File: config.mk
export PLATFORM = sky130hd
export DESIGN_NAME = safety_timer_unit
export DESIGN_NICKNAME = d
export VERILOG_FILES = /design/src/rtl/safety_timer_unit.sv
export SDC_FILE = /design/constraint.sdc
export NUM_CORES = 1
export LEC_CHECK = 0
export CORE_UTILIZATION = 25
export CTS_CLUSTER_SIZE = 30
export DETAILED_ROUTE_END_ITERATION = 16
export HOLD_SLACK_MARGIN = 0.05
export PLACE_DENSITY_LB_ADDON = 0.05
export REMOVE_ABC_BUFFERS = 1
export SKIP_CTS_REPAIR_TIMING = 1
export SLEW_MARGIN = 25
export SYNTH_ARGS = -nofsm -noshare
export SYNTH_HDL_FRONTEND = slang
export SYNTH_SLANG_ARGS = --single-unit
File: constraint.sdc
create_clock -name clk_i -period 4.3 [get_ports clk_i]
set_input_delay 0.86 -clock clk_i [delete_from_list [all_inputs] [get_ports clk_i]]
set_output_delay 0.86 -clock clk_i [all_outputs]
set_load 0.01 [all_outputs]
File: src/rtl/safety_timer_unit.sv
// safety_timer_unit: core-local 64-bit mtime with prescaler and compare IRQs.
// Ports: clk_i, rst_ni, reg_req_i/reg_rsp_o (regbus), timer_irqs_o (level IRQs).

package safety_timer_pkg;

  typedef struct packed {
    logic [31:0] addr;
    logic        write;
    logic [31:0] wdata;
    logic [3:0]  wstrb;
    logic        valid;
  } reg_req_t;

  typedef struct packed {
    logic [31:0] rdata;
    logic        error;
    logic        ready;
  } reg_rsp_t;

endpackage

module safety_timer_unit #(
  parameter int unsigned NumTimers  = 2,
  parameter int unsigned PrescWidth = 8,
  parameter type reg_req_t = safety_timer_pkg::reg_req_t,
  parameter type reg_rsp_t = safety_timer_pkg::reg_rsp_t
) (
  input  logic                 clk_i,
  input  logic                 rst_ni,
  input  reg_req_t             reg_req_i,
  output reg_rsp_t             reg_rsp_o,
  output logic [NumTimers-1:0] timer_irqs_o
);

  localparam int unsigned AW = 8;
  localparam logic [PrescWidth-1:0] PcntOne = 1;

  // Register state
  logic                  r_en;
  logic [PrescWidth-1:0] r_presc;
  logic [PrescWidth-1:0] r_pcnt;
  logic [63:0]           r_mtime;
  logic [31:0]           r_snap;
  logic [63:0]           r_cmp [NumTimers];
  logic [NumTimers-1:0]  r_irq;

  // Decode
  logic [AW-1:0]        w_off;
  logic                 w_in_range;
  logic                 w_sel_ctrl;
  logic                 w_sel_lo;
  logic                 w_sel_hi;
  logic [NumTimers-1:0] w_sel_clo;
  logic [NumTimers-1:0] w_sel_chi;
  logic                 w_hit;
  logic                 w_wr;
  logic                 w_rd;

  logic [31:0]          w_ctrl;
  logic [31:0]          w_ctrl_new;
  logic [31:0]          w_rdata;
  logic                 w_tick;
  logic [NumTimers-1:0] w_ge;

  function automatic logic [31:0] f_merge(
    input logic [31:0] old,
    input logic [31:0] wd,
    input logic [3:0]  st
  );
    logic [31:0] res;
    res = old;
    for (int b = 0; b < 4; b++) begin
      if (st[b]) res[8*b +: 8] = wd[8*b +: 8];
    end
    return res;
  endfunction

  // Offsets are block-relative; anything above the window is unmapped.
  assign w_off      = reg_req_i.addr[AW-1:0];
  assign w_in_range = (reg_req_i.addr[31:AW] == '0);

  always_comb begin
    w_sel_ctrl = w_in_range && (w_off == 8'h00);
    w_sel_lo   = w_in_range && (w_off == 8'h04);
    w_sel_hi   = w_in_range && (w_off == 8'h08);
    w_sel_clo  = '0;
    w_sel_chi  = '0;
    for (int i = 0; i < NumTimers; i++) begin
      w_sel_clo[i] = w_in_range && (w_off == 8'(16 + 8 * i));
      w_sel_chi[i] = w_in_range && (w_off == 8'(20 + 8 * i));
    end
  end

  assign w_hit = w_sel_ctrl | w_sel_lo | w_sel_hi
               | (|w_sel_clo) | (|w_sel_chi);
  assign w_wr  = reg_req_i.valid & reg_req_i.write & w_hit;
  assign w_rd  = reg_req_i.valid & ~reg_req_i.write & w_hit;

  always_comb begin
    w_ctrl = '0;
    w_ctrl[0] = r_en;
    w_ctrl[8 +: PrescWidth] = r_presc;
  end

  assign w_ctrl_new = f_merge(w_ctrl, reg_req_i.wdata, reg_req_i.wstrb);

  // Read mux
  always_comb begin
    w_rdata = '0;
    if (w_rd) begin
      unique case (1'b1)
        w_sel_ctrl: w_rdata = w_ctrl;
        w_sel_lo:   w_rdata = r_mtime[31:0];
        w_sel_hi:   w_rdata = r_snap;
        default: begin
          for (int i = 0; i < NumTimers; i++) begin
            if (w_sel_clo[i]) w_rdata = r_cmp[i][31:0];
            if (w_sel_chi[i]) w_rdata = r_cmp[i][63:32];
          end
        end
      endcase
    end
  end

  always_comb begin
    reg_rsp_o       = '0;
    reg_rsp_o.ready = 1'b1;
    reg_rsp_o.error = reg_req_i.valid & ~w_hit;
    reg_rsp_o.rdata = w_rdata;
  end

  // Prescaler and CTRL
  assign w_tick = r_en && (r_pcnt == r_presc);

  always_ff @(posedge clk_i or negedge rst_ni) begin
    if (!rst_ni) begin
      r_en    <= 1'b0;
      r_presc <= '0;
      r_pcnt  <= '0;
    end else if (w_wr && w_sel_ctrl) begin
      r_en    <= w_ctrl_new[0];
      r_presc <= w_ctrl_new[8 +: PrescWidth];
      r_pcnt  <= '0;
    end else if (r_en) begin
      r_pcnt  <= w_tick ? '0 : r_pcnt + PcntOne;
    end
  end

  // mtime: a software write to either half wins over a tick in the
  // same cycle; the other half keeps its pre-tick value.
  always_ff @(posedge clk_i or negedge rst_ni) begin
    if (!rst_ni) begin
      r_mtime <= '0;
    end else if (w_wr && w_sel_lo) begin
      r_mtime[31:0] <= f_merge(r_mtime[31:0],
                               reg_req_i.wdata,
                               reg_req_i.wstrb);
    end else if (w_wr && w_sel_hi) begin
      r_mtime[63:32] <= f_merge(r_mtime[63:32],
                                reg_req_i.wdata,
                                reg_req_i.wstrb);
    end else if (w_tick) begin
      r_mtime <= r_mtime + 64'd1;
    end
  end

  // A LO read freezes the upper half for the following HI read.
  always_ff @(posedge clk_i or negedge rst_ni) begin
    if (!rst_ni) begin
      r_snap <= '0;
    end else if (w_rd && w_sel_lo) begin
      r_snap <= r_mtime[63:32];
    end
  end

  // Compare registers
  always_ff @(posedge clk_i or negedge rst_ni) begin
    if (!rst_ni) begin
      for (int i = 0; i < NumTimers; i++) begin
        r_cmp[i] <= '1;
      end
    end else begin
      for (int i = 0; i < NumTimers; i++) begin
        if (w_wr && w_sel_clo[i]) begin
          r_cmp[i][31:0] <= f_merge(r_cmp[i][31:0],
                                    reg_req_i.wdata,
                                    reg_req_i.wstrb);
        end
        if (w_wr && w_sel_chi[i]) begin
          r_cmp[i][63:32] <= f_merge(r_cmp[i][63:32],
                                     reg_req_i.wdata,
                                     reg_req_i.wstrb);
        end
      end
    end
  end

  // Interrupts
  always_comb begin
    w_ge = '0;
    for (int i = 0; i < NumTimers; i++) begin
      w_ge[i] = (r_mtime >= r_cmp[i]);
    end
  end

  always_ff @(posedge clk_i or negedge rst_ni) begin
    if (!rst_ni) begin
      r_irq <= '0;
    end else begin
      r_irq <= w_ge;
    end
  end

  assign timer_irqs_o = r_irq;

endmodule

==> results.yml <==
layout:
  layout.cells.most_common_list: "sky130_fd_sc_hd__mux2_2, sky130_fd_sc_hd__inv_1, sky130_fd_sc_hd__ha_1, sky130_fd_sc_hd__dfstp_2, sky130_fd_sc_hd__a21oi_1"
  num-nets-final: 1923
  final_common_cell: "sky130_fd_sc_hd__mux2_2"
  insertedDiodeCount: 0
  final_core_util_pct: 32.2
  post_route_cells_drive_above_1_share_pct: 29.0
  post_layout_nonfiller_instances: 2529
  synthToLayoutAreaGrowth_pct: 26.2
clock_network:
  clk_path_buf_depth: 3
  clock_sink_count: 243
  clock_tree.root_cell: "sky130_fd_sc_hd__clkbuf_16"
  cts_tree: "built"
  cts-buffers-inserted: 34
  cts.reportedPaths.clkPinSlew_ns: 0.05
  worst_skew_late_latency_ns: 0.55
  cts_max_level: 2
critical_path:
  slowest_stage: "sky130_fd_sc_hd__or4_4"
  start_kind: "input port"
  worstReg2RegStart: "r_cmp[66]"
  worstSetupStartpoint: "reg_req_i[55]"
  timing.critical_path.arrival_ns: 3.38
  critical-path-max-stage-delay_ns: 0.55
  crit_chain: "clkdlybuf4s50_1, nor4_1, nand2_1, or4_4, buf_12, nor2_4, buf_12, buf_12, a22o_1, a221oi_1, o22ai_1, buf_2"
  critical_path.endpoint: "reg_rsp_o[13]"
  worst_r2r_path_depth: 9
  critical_path.max_fanout: 6
  r2r-end: "timer_irqs_o[0]"
  crit_required_ns: 3.44
  worst-setup-path-type: "input port to primary output"
  critical_path.endpoint_type: "primary output"
  crit_path_frequent_cell: "sky130_fd_sc_hd__buf_12"
  internal_reg_to_reg_setup_slack_ns: 1.12
detailed_routing:
  detail_route.drc_violations: 0
  routed-via-count: 13300
  dr.first_iter.drc_count: 841
  drt_pass1_iterations: 7
  wl_um: 61200
  per_cell_routed_wire_length_um: 24.2
  detail_route_antenna_nets: 0
  route.detailed.vias_per_inst: 5.24
synthesis:
  post_synth_inst_count: 1547
  ys_ff_latch: 243
  post-synth-top-area-fraction_pct: 21.7
  synth_edf_count: 0
  synth.distinct_cells: 74
  syn_area_per_cell_um2: 10.0
  seq_area_frac_synth_pct: 40.3
  most_instantiated_flip_flop_cell_in_the_synthesis_netlist: "sky130_fd_sc_hd__dfstp_2"
  share_of_flip_flops_with_an_asynchronous_set_or_reset_after_synthesis_pct: 100
  netlist_top_cells_area: "sky130_fd_sc_hd__dfstp_2, sky130_fd_sc_hd__dfrtp_1, sky130_fd_sc_hd__mux2_2"
  synth_top_cell_by_area: "sky130_fd_sc_hd__dfstp_2"
  synth_warnings: 0
  netlist_area_mm2: 0.0155
place:
  port_buffers: 106
  detailedPlace.worstSlack_ns: -0.499
  place_inst: 2457
  hpwlAfterDp_um: 46300
  gpl_congestion: 0.794
floorplan:
  die_height_um: 251
  floorplan.rows: 90
  num_io_pins: 108
  core-area_mm2: 0.0608
  die_area_mm2: 0.0630
  initial_utilization_pct: 25.5
  dieWidth_um: 251
timing:
  final_max_slew_viol_count: 0
  timing.fmax_mhz: 236
  timing_worst_slew_pin_value_ns: 0.920
  final_min_period_over_clock_period_pct: 98.6
  timing.final.ws_setup_ns: 0.0597
  relSlewSlack_pct: 38.1
  number_of_failing_hold_endpoints_at_the_final_stage: 0
  fin_worst_hold_slack_ns: 0.337
  finalClockSkew_ns: 0.0200
  finalSetupViolCount: 0
  fin_crit_ns: 4.24
global_route:
  global_route.peak_usage_layer: "met2"
  antenna_found_initial: 1
  grt_use_met2_pct: 32.8
  maximum_number_of_pins_on_one_net_before_global_route_repair: 88
  globalRoute.totalOverflow: 0
  first_global_vias: 13600
  gr-usage-met3_pct: 2.33
  grt_pass1_wl_um: 91300
  met1_usage_pct: 26.0
  track_usage_pct: 19.4
power_and_ir_drop:
  max-vdd-ir-drop_mv: 0.191
  power.leakage_nw: 8.13
  fin_total_pwr_mw: 5.42
  p_per_area_mw_per_mm2: 277
job:
  max-cap-violations: 0
worst_hold_path:
  worst_hold_path_type: "input port to asynchronous set/reset pin"
run_status:
  outcome: "finished clean"
[Yosys cell counts, drive strengths merged (48+ instances only)]
cell type / instances
o21ai: 71
dfstp: 128
clkbuf: 48
ha: 130
a222oi: 53
nand3: 70
mux2: 166
inv: 138
nand2: 81
a21oi: 122
nor2: 73
dfrtp: 115
[critical path, delay by kind of cell]
kind | cells | cell delay (ns)
simple gates | 4 | 1.08
compound gates | 3 | 0.43
buf+inv | 5 | 1.02
[area by class of cell]
type / instances / area (um^2)
fill: 6263 / 41300
multi-input combinational: 1102 / 8610
sequential: 243 / 6240
timing repair buffer: 202 / 2060
clock buffer: 56 / 1100
tap: 782 / 978
inverter: 138 / 518
clock inverter: 6 / 55.1
[metal layers]
metal | routed length, um | vias up
met5 | 0 | -
met4 | 1480 | 0
met3 | 2160 | 73
met2 | 29300 | 261
met1 | 28300 | 6718
li1 | - | 6210
[registers in the layout, indices dropped and copies added, names as in the netlist]
signal        count
r_pcnt            8
r_snap           32
r_mtime          64
r_presc           8
r_cmp           128
timer_irqs_o      2
r_en              1
[stage by stage]
stage | cell area [um^2] | TNS, ns
after floorplan | 15200 | -3.68
after global placement | 18100 | -13.55
after detailed placement | 18100 | -12.62
after CTS | 19300 | -13.05
after global routing | 19600 | -0.295
final | 19600 | 0
[report_power, final]
group	total [mW]	switching (mW)	leakage (nW)	internal, mW
logic	0.201	0.125	4.75	0.0759
clock network	2.93	1.13	0.572	1.80
registers	2.29	0.000000000718	2.81	2.29
total	5.42	1.26	8.13	4.17
[how the worst min path moves through the flow]
stage / start / to / slack [ns] / cells after the start
finish: rst_ni / timer_irqs_o[0] / 0.34 / 1
global route: rst_ni / r_mtime[61] / 0.39 / 1
CTS: rst_ni / r_mtime[61] / 0.37 / 1
detailed placement: r_snap[29] / r_snap[29] / 0.49 / 2
global placement: r_snap[29] / r_snap[29] / 0.48 / 2
floorplan: r_snap[4] / r_snap[4] / 0.45 / 2
[cells by family (layout without fill, tap and decap cells)]
kind of cell	after synthesis	in the layout	synth area share [%]
mux	169	169	12.3
xor+xnor	13	13	0.735
compound gates	404	404	17.7
buf+inv	202	402	5.07
other cells	1	1	0.0242
fa+ha+maj	130	130	10.5
flops	243	243	40.3
simple gates	385	385	13.4
No activity file was read; power rests on OpenSTA's default activity.
